## src/rtl/muldiv_pkg.sv

```systemverilog
// Shared definitions for the HI/LO multiply-divide unit: func codes and FSM states.
// Latency: n/a (constants and types only).
// Backpressure: n/a.
package muldiv_pkg;

    localparam logic [5:0] FUNC_MFHI  = 6'h10;
    localparam logic [5:0] FUNC_MTHI  = 6'h11;
    localparam logic [5:0] FUNC_MFLO  = 6'h12;
    localparam logic [5:0] FUNC_MTLO  = 6'h13;
    localparam logic [5:0] FUNC_MULT  = 6'h18;
    localparam logic [5:0] FUNC_MULTU = 6'h19;
    localparam logic [5:0] FUNC_DIV   = 6'h1a;
    localparam logic [5:0] FUNC_DIVU  = 6'h1b;

    typedef enum logic [1:0] {
        IDLE = 2'd0,
        MUL  = 2'd1,
        DIV  = 2'd2,
        FIN  = 2'd3
    } state_t;

endpackage

```

## src/rtl/muldiv_div_core.sv

```systemverilog
// Unsigned iterative restoring divider, one quotient bit per cycle.
// Latency: first bit resolved on the start edge, busy for DATA_W-1 cycles after it.
// Backpressure: none; start restarts unconditionally, flush abandons the divide.
module muldiv_div_core
    import muldiv_pkg::*;
#(
    parameter int DATA_W = 32,
    parameter int CNT_W  = $clog2(DATA_W) + 1
) (
    input  logic              clk,
    input  logic              rst_n,
    input  logic              start,
    input  logic              flush,
    input  logic [DATA_W-1:0] dividend,
    input  logic [DATA_W-1:0] divisor,
    output logic              busy,
    output logic [DATA_W-1:0] quotient,
    output logic [DATA_W-1:0] remainder
);

    logic [DATA_W-1:0] rem_q;
    logic [DATA_W-1:0] quo_q;
    logic [DATA_W-1:0] dvs_q;
    logic [CNT_W-1:0]  cnt_q;

    logic [DATA_W-1:0] cur_rem;
    logic [DATA_W-1:0] cur_quo;
    logic [DATA_W-1:0] cur_dvs;
    logic [DATA_W:0]   shifted;
    logic [DATA_W:0]   diff;
    logic [DATA_W-1:0] nxt_rem;
    logic [DATA_W-1:0] nxt_quo;

    // One restoring step; on start it works straight from the new operands so the
    // first bit lands on the start edge and the remaining bits follow one per cycle.
    always_comb begin
        cur_rem = start ? '0 : rem_q;
        cur_quo = start ? dividend : quo_q;
        cur_dvs = start ? divisor : dvs_q;
        shifted = {cur_rem, cur_quo[DATA_W-1]};
        diff    = shifted - {1'b0, cur_dvs};
        if (diff[DATA_W]) begin
            nxt_rem = shifted[DATA_W-1:0];
            nxt_quo = {cur_quo[DATA_W-2:0], 1'b0};
        end else begin
            nxt_rem = diff[DATA_W-1:0];
            nxt_quo = {cur_quo[DATA_W-2:0], 1'b1};
        end
    end

    // Iteration state: quotient bits shift in from the bottom as dividend bits shift out.
    always_ff @(posedge clk or negedge rst_n) begin
        if (!rst_n) begin
            rem_q <= '0;
            quo_q <= '0;
            dvs_q <= '0;
            cnt_q <= '0;
        end else if (flush) begin
            cnt_q <= '0;
        end else if (start) begin
            rem_q <= nxt_rem;
            quo_q <= nxt_quo;
            dvs_q <= divisor;
            cnt_q <= CNT_W'(DATA_W - 1);
        end else if (cnt_q != '0) begin
            rem_q <= nxt_rem;
            quo_q <= nxt_quo;
            cnt_q <= cnt_q - CNT_W'(1);
        end
    end

    assign busy      = (cnt_q != '0);
    assign quotient  = quo_q;
    assign remainder = rem_q;

endmodule

```

## src/rtl/muldiv_unit.sv

```systemverilog
// MIPS-style HI/LO multiply/divide unit with mfhi/mthi/mflo/mtlo; optional MULDIV_DIV_EARLY_EXIT_EN.
// Latency: mult done in cycle 2, div in cycle DATA_W+1 (cycle 1 on zero operand with early exit).
// Backpressure: busy high outside IDLE; valid is ignored then, upstream must stall.
module muldiv_unit
    import muldiv_pkg::*;
#(
    parameter int DATA_W = 32,
    parameter int CNT_W  = $clog2(DATA_W) + 1
) (
    input  logic              clk,
    input  logic              rst_n,
    input  logic              valid,
    input  logic [5:0]        func,
    input  logic [DATA_W-1:0] src_a,
    input  logic [DATA_W-1:0] src_b,
    input  logic              flush,
    output logic              busy,
    output logic              done,
    output logic [DATA_W-1:0] result,
    output logic [DATA_W-1:0] hi,
    output logic [DATA_W-1:0] lo
);

    state_t state;
    state_t next_state;

    logic acc_mul;
    logic acc_div;
    logic wr_hi;
    logic wr_lo;
    logic rd_hi;
    logic rd_lo;
    logic zero_exit;

    logic [DATA_W-1:0]   op_a;
    logic [DATA_W-1:0]   op_b;
    logic                op_signed;
    logic [2*DATA_W-1:0] prod;
    logic                is_div;
    logic                neg_q;
    logic                neg_r;

    logic                div_signed;
    logic                a_neg;
    logic                b_neg;
    logic [DATA_W-1:0]   mag_a;
    logic [DATA_W-1:0]   mag_b;
    logic                div_start;
    logic                div_busy;
    logic [DATA_W-1:0]   quotient;
    logic [DATA_W-1:0]   remainder;
    logic [DATA_W-1:0]   fix_q;
    logic [DATA_W-1:0]   fix_r;
    logic [2*DATA_W-1:0] ext_a;
    logic [2*DATA_W-1:0] ext_b;
    logic [2*DATA_W-1:0] mul_full;

`ifdef MULDIV_DIV_EARLY_EXIT_EN
    assign zero_exit = (src_a == '0) || (src_b == '0);
`else
    assign zero_exit = 1'b0;
`endif

    // Divider operands as magnitudes; signs are remembered and reapplied in FIN.
    // A zero divisor keeps the all-ones quotient unnegated so LO reads all ones.
    assign div_signed = (func == FUNC_DIV);
    assign a_neg      = div_signed && src_a[DATA_W-1];
    assign b_neg      = div_signed && src_b[DATA_W-1];
    assign mag_a      = a_neg ? ('0 - src_a) : src_a;
    assign mag_b      = b_neg ? ('0 - src_b) : src_b;
    assign div_start  = acc_div && !zero_exit;
    assign fix_q      = neg_q ? ('0 - quotient) : quotient;
    assign fix_r      = neg_r ? ('0 - remainder) : remainder;

    // Sign- or zero-extend to full width so one multiplier serves mult and multu.
    assign ext_a    = op_signed ? {{DATA_W{op_a[DATA_W-1]}}, op_a} : {{DATA_W{1'b0}}, op_a};
    assign ext_b    = op_signed ? {{DATA_W{op_b[DATA_W-1]}}, op_b} : {{DATA_W{1'b0}}, op_b};
    assign mul_full = ext_a * ext_b;

    muldiv_div_core #(
        .DATA_W (DATA_W),
        .CNT_W  (CNT_W)
    ) u_div_core (
        .clk       (clk),
        .rst_n     (rst_n),
        .start     (div_start),
        .flush     (flush),
        .dividend  (mag_a),
        .divisor   (mag_b),
        .busy      (div_busy),
        .quotient  (quotient),
        .remainder (remainder)
    );

    // State register.
    always_ff @(posedge clk or negedge rst_n) begin
        if (!rst_n) begin
            state <= IDLE;
        end else begin
            state <= next_state;
        end
    end

    // Next state and command decode; requests are only honoured in IDLE without flush.
    always_comb begin
        next_state = state;
        acc_mul    = 1'b0;
        acc_div    = 1'b0;
        wr_hi      = 1'b0;
        wr_lo      = 1'b0;
        rd_hi      = 1'b0;
        rd_lo      = 1'b0;
        case (state)
            IDLE: begin
                if (valid && !flush) begin
                    case (func)
                        FUNC_MFHI: rd_hi = 1'b1;
                        FUNC_MFLO: rd_lo = 1'b1;
                        FUNC_MTHI: wr_hi = 1'b1;
                        FUNC_MTLO: wr_lo = 1'b1;
                        FUNC_MULT, FUNC_MULTU: begin
                            acc_mul    = 1'b1;
                            next_state = MUL;
                        end
                        FUNC_DIV, FUNC_DIVU: begin
                            acc_div    = 1'b1;
                            next_state = zero_exit ? FIN : DIV;
                        end
                        default: ;
                    endcase
                end
            end
            MUL:     next_state = FIN;
            DIV:     next_state = div_busy ? DIV : FIN;
            FIN:     next_state = IDLE;
            default: next_state = IDLE;
        endcase
        if (flush) begin
            next_state = IDLE;
        end
    end

    assign busy   = (state != IDLE);
    assign done   = (state == FIN) && !flush;
    assign result = rd_hi ? hi : (rd_lo ? lo : '0);

    // Operand capture, product register and architectural HI/LO updates.
    // Early-exit divides stage their answer in the product register so FIN treats them like a mult.
    always_ff @(posedge clk or negedge rst_n) begin
        if (!rst_n) begin
            op_a      <= '0;
            op_b      <= '0;
            op_signed <= 1'b0;
            prod      <= '0;
            is_div    <= 1'b0;
            neg_q     <= 1'b0;
            neg_r     <= 1'b0;
            hi        <= '0;
            lo        <= '0;
        end else begin
            if (acc_mul) begin
                op_a      <= src_a;
                op_b      <= src_b;
                op_signed <= (func == FUNC_MULT);
                is_div    <= 1'b0;
            end
            if (acc_div) begin
                is_div <= !zero_exit;
                neg_q  <= (a_neg ^ b_neg) && (src_b != '0);
                neg_r  <= a_neg;
                if (zero_exit) begin
                    prod <= (src_b == '0) ? {src_a, {DATA_W{1'b1}}} : '0;
                end
            end
            if (state == MUL) begin
                prod <= mul_full;
            end
            if (done) begin
                hi <= is_div ? fix_r : prod[2*DATA_W-1:DATA_W];
                lo <= is_div ? fix_q : prod[DATA_W-1:0];
            end
            if (wr_hi) begin
                hi <= src_a;
            end
            if (wr_lo) begin
                lo <= src_a;
            end
        end
    end

endmodule

```

## config.mk

```make
export PLATFORM = sky130hd
export DESIGN_NAME = muldiv_unit
export DESIGN_NICKNAME = d
export VERILOG_FILES = /design/src/rtl/muldiv_pkg.sv /design/src/rtl/muldiv_div_core.sv /design/src/rtl/muldiv_unit.sv
export SDC_FILE = /design/constraint.sdc
export NUM_CORES = 2
export LEC_CHECK = 0
export ABC_CLOCK_PERIOD_IN_PS = 9500
export BUFFER_PORTS_ARGS = -buffer_cell sky130_fd_sc_hd__clkbuf_2
export CAP_MARGIN = 20
export CORE_MARGIN = 2
export CORE_UTILIZATION = 35
export DETAILED_ROUTE_END_ITERATION = 6
export GPL_ROUTABILITY_DRIVEN = 0
export PLACE_DENSITY = 0.63
export SLEW_MARGIN = 20
export SYNTH_ARGS = -nofsm -noshare
export SYNTH_HDL_FRONTEND = slang
export SYNTH_HIERARCHICAL = 1
export SYNTH_SLANG_ARGS = --single-unit
```

## constraint.sdc

```tcl
create_clock -name clk -period 9.5 [get_ports clk]
set_input_delay 1.9 -clock clk [delete_from_list [all_inputs] [get_ports clk]]
set_output_delay 1.9 -clock clk [all_outputs]
set_load 0.02 [all_outputs]
```

==> run metrics <==
largest family of logic cells by synthesized area=adder cells; post-detailed-placement half-perimeter wirelength=between 150000 and 200000 µm; Die Wd=about 440 µm; share of post-route cells with drive strength above 1=about 8.5%; number of synthesized flops with an enable pin=0; worst setup path category=register to register; final hold vios=0; number of buffers on the longest clock path=3; total power per unit cell area=between 150 and 200 nW/µm²; vias=48793; hold path startpoint=u_div_core/dvs_q[1]$_DFFE_PN0N_; Antenna Nets Post-Route=0; Cell Area, Synth=66200 µm²; share of the synthesized area in compound gates (AO/OA/AOI/OAI)=approximately 7.2%; worst-case register-to-register setup slack=0.25 ns; antenna violations before repair=11; CP startpoint kind=register; cell depth of the worst flop-to-flop path=29; critical path capture point type=register; fraction of the mapped netlist area in adder cells=49.5%; syn nets=slightly below 9000; post-CTS resize count=0; dominant synthesized flop cell=dfrtp_1; highest achievable clock rate=between 0.1 and 0.15 GHz; largest net degree at the start of global routing=approximately 150; setup skew after layout=between 0.04 and 0.05 ns; fill cell count=18774; placeable core area=between 150000 and 200000 µm²; sequential fraction of the synthesis area=a little under an eighth; period utilisation layout=between 90% and 100%; worst hold path type=register to register; total congestion overflow=0; number of DRC violations after detailed routing=0; hold endpoint=u_div_core/dvs_q[1]$_DFFE_PN0N_; Final nets=around 8900; CP max FO=21; number of search-and-repair iterations in the first detailed-routing pass=5; Async S/R FF share, synth=100%; buffers and inverters on the worst path=8; final routed wirelength across all metal layers=about 200000 µm; number of setup violations in the final report=0; fraction of synthesized area in multiplexers=around 3.8%; Crit path arrival time=slightly below 10 ns; average cell area after synthesis=roughly 9.4 µm²; run status=complete, no violations; worst ir drop on vdd=around 0.00015 V; synthesis warning total=6; port bufs=around 170; area fraction in and, or, nand and nor cells after synthesis=13.3%; global-route wire length before repair=approximately 320000 µm; post-route cell area=71900 µm²; Synth Register Bits=300; Routed WL per cell=21.1 µm; Post-Synthesis Cells=between 7000 and 8000; data required time at the worst endpoint=9.94 ns; number of standard-cell rows in the floorplan=about 160; post-CTS setup repair buffer count=0; Die H=between 400 and 500 µm; count of hold buffers inserted by post-cts repair=0; Slowest cell on crit path=dfrtp_1; clock sinks=300; shortest period the worst path allows=around 9.3 ns; Worst Hold Slack=between 0.5 and 0.6 ns; Clock Tree Root=clkbuf_16; clock buffers created by TritonCTS=37; Cells on Worst Hold Path=1; violation count after the first detailed-routing iteration=3975; most frequent cell on the critical path=fa_1; final-report max-slew violation count=0; vias in the first global route=around 53000; htree depth=2; detailed-route vias per instance=~5.1; maxcap violations=0; clock network latency to the later pin of the worst-skew pair=0.58 ns; Reg2Reg Launch Point=op_a[23]$_DFFE_PN0P_; clock-pin slew on the worst setup and hold paths=~0.060 ns; XOR/XNOR Fraction of Synth Area=3.60%; FF-to-FF End=prod[62]$_DFFE_PN0N_; synth-to-layout area growth=8.68%; TritonCTS clock tree=built; Post-Place Cell Area=approximately 71000 µm²; I/O pin count=between 150 and 200; Slew @ Worst Pin=0.988 ns; leakage power summed over all cells=around 36 nW; largest stage delay on the critical path=0.76 ns; Rel. slew slack=between 30% and 40%; initial core utilization=35.2%; post-synth cell types=93; share of the core filled with cells in the final layout=38.3%; all-layer global routing usage=between 20% and 30%; critical path's top delay family=adder cells; die outline area=about 190000 µm²; power after layout=around 14 mW
-- through the flow --
| step | worst slack [ns] | std cells | TNS [ns] |
|---|---|---|---|
| after detailed placement | 0.0622 | 9538 | 0 |
| after global routing | -0.000539 | 9610 | -0.000539 |
| after floorplan | 0.356 | 7061 | 0 |
| after global placement | 0.198 | 9538 | 0 |
| after CTS | 0.0763 | 9604 | 0 |
| final | 0.247 | 9613 | 0 |
-- worst max path at each step --
| stage | slack, ns | start | cells after the start | endpoint |
|---|---|---|---|---|
| 6_report | 0.25 | op_a[23]$_DFFE_PN0P_ | 29 | prod[62]$_DFFE_PN0N_ |
| 5_1_grt | -0.0005 | op_a[31]$_DFFE_PN0P_ | 29 | prod[63]$_DFFE_PN0N_ |
| 4_1_cts | 0.08 | op_b[13]$_DFFE_PN0P_ | 29 | prod[41]$_DFFE_PN0N_ |
| 3_5_place_dp | 0.06 | op_b[13]$_DFFE_PN0P_ | 29 | prod[41]$_DFFE_PN0N_ |
| 3_3_place_gp | 0.20 | op_a[31]$_DFFE_PN0P_ | 29 | prod[63]$_DFFE_PN0N_ |
| 2_1_floorplan | 0.36 | op_signed$_DFFE_PN0P_ | 33 | prod[62]$_DFFE_PN0N_ |
-- synth_stat cells (14+ instances only) --
library cell | n | share of area (%)
nand3_1 | 28 | 0.21
ha_1 | 353 | 6.7
nand2_1 | 710 | 4.0
xor2_1 | 126 | 1.7
and3_1 | 36 | 0.34
mux2_2 | 116 | 2.0
nor2_1 | 242 | 1.4
nor3_1 | 35 | 0.26
o21ai_0 | 128 | 0.97
dfrtp_1 | 300 | 11
xnor2_1 | 143 | 1.9
nand4_1 | 23 | 0.22
a211oi_1 | 71 | 0.81
a21oi_1 | 278 | 2.1
o211ai_1 | 14 | 0.16
a22o_1 | 33 | 0.44
buf_2 | 14 | 0.11
nor2b_1 | 37 | 0.35
inv_1 | 1592 | 9.0
o31ai_1 | 25 | 0.28
nand2b_1 | 17 | 0.16
a21o_1 | 64 | 0.73
and2_1 | 562 | 5.3
o21bai_1 | 22 | 0.25
a31oi_1 | 16 | 0.15
clkbuf_1 | 325 | 1.8
buf_1 | 24 | 0.14
mux2i_1 | 122 | 1.8
fa_1 | 1416 | 43
-- layer usage --
| layer | wire, µm | vias up | global-route usage [%] |
|---|---|---|---|
| li1 | - | 21333 | - |
| met1 | 84900 | 25346 | 28.9 |
| met2 | 92600 | 1723 | 33.9 |
| met3 | 13500 | 391 | 3.10 |
| met4 | 11600 | 0 | 10.4 |
| met5 | 0 | - | 0 |
-- cell families (layout without fill, tap and decap cells) --
kind of cell               Yosys count  in the layout
AOI/OAI and AO/OA                  746            746
buffers and inverters             1960           2010
xor gates and xnor gates           270            270
DFF                                300            300
adders and majority gates         1770           1770
muxes                              239            239
other                                0              7
and+or+nand+nor                   1776           1776
-- area by class of cell --
cell class                      count  area, µm²  share of cell area, %
Tap cell                         2495       3120                   4.34
Clock inverter                     15        210                  0.292
Sequential cell                   300       7530                   10.5
Multi-Input combinational cell   4801      51400                   71.5
Inverter                         1594       5990                   8.32
Timing Repair Buffer              350       2660                   3.69
Antenna cell                        7       17.5                 0.0244
Clock buffer                       51       1020                   1.42
-- registers in the layout, indices dropped and copies added, names as in the netlist --
register,count
prod,64
hi,32
lo,32
op_a,32
op_b,32
u_div_core/dvs_q,32
u_div_core/quotient,32
u_div_core/remainder,32
u_div_core/cnt_q,6
state,2
is_div,1
neg_q,1
neg_r,1
op_signed,1
-- worst reg2reg max path, delay by kind of cell (launching register included) --
| kind | cells | cell delay (ns) |
|---|---|---|
| multiplexers | 1 | 0.10 |
| AO/OA/AOI/OAI | 7 | 1.72 |
| buffers and inverters | 8 | 0.76 |
| flip-flops | 1 | 0.76 |
| adder cells (fa/ha/maj) | 11 | 5.19 |
| AND/OR/NAND/NOR | 2 | 0.60 |
-- placed cells by master (no fill, tap or decap), drive strengths merged, types with 13 or more instances in the layout --
| cell type | instances |
|---|---|
| a31oi | 17 |
| xnor2 | 144 |
| and2 | 562 |
| o21bai | 22 |
| mux2 | 117 |
| nor3 | 36 |
| a21o | 64 |
| nor2 | 243 |
| a21oi | 283 |
| and3 | 36 |
| nand3 | 28 |
| nor2b | 37 |
| ha | 353 |
| buf | 180 |
| a22o | 33 |
| clkbuf | 221 |
| o41ai | 13 |
| nand4 | 23 |
| fa | 1416 |
| or4 | 14 |
| a211oi | 73 |
| o31ai | 30 |
| nor4 | 14 |
| xor2 | 126 |
| o211ai | 14 |
| dfrtp | 300 |
| or3 | 15 |
| mux2i | 122 |
| o21ai | 138 |
| inv | 1593 |
| nand2b | 19 |
| nand2 | 710 |
-- report_power, final --
| group | leakage, nW | internal [mW] | switching, mW |
|---|---|---|---|
| clock | 0.595 | 0.844 | 0.618 |
| sequential | 3.89 | 1.75 | 0.646 |
| combinational | 31.7 | 3.78 | 6.09 |
Power figures use the tool's default switching activity.
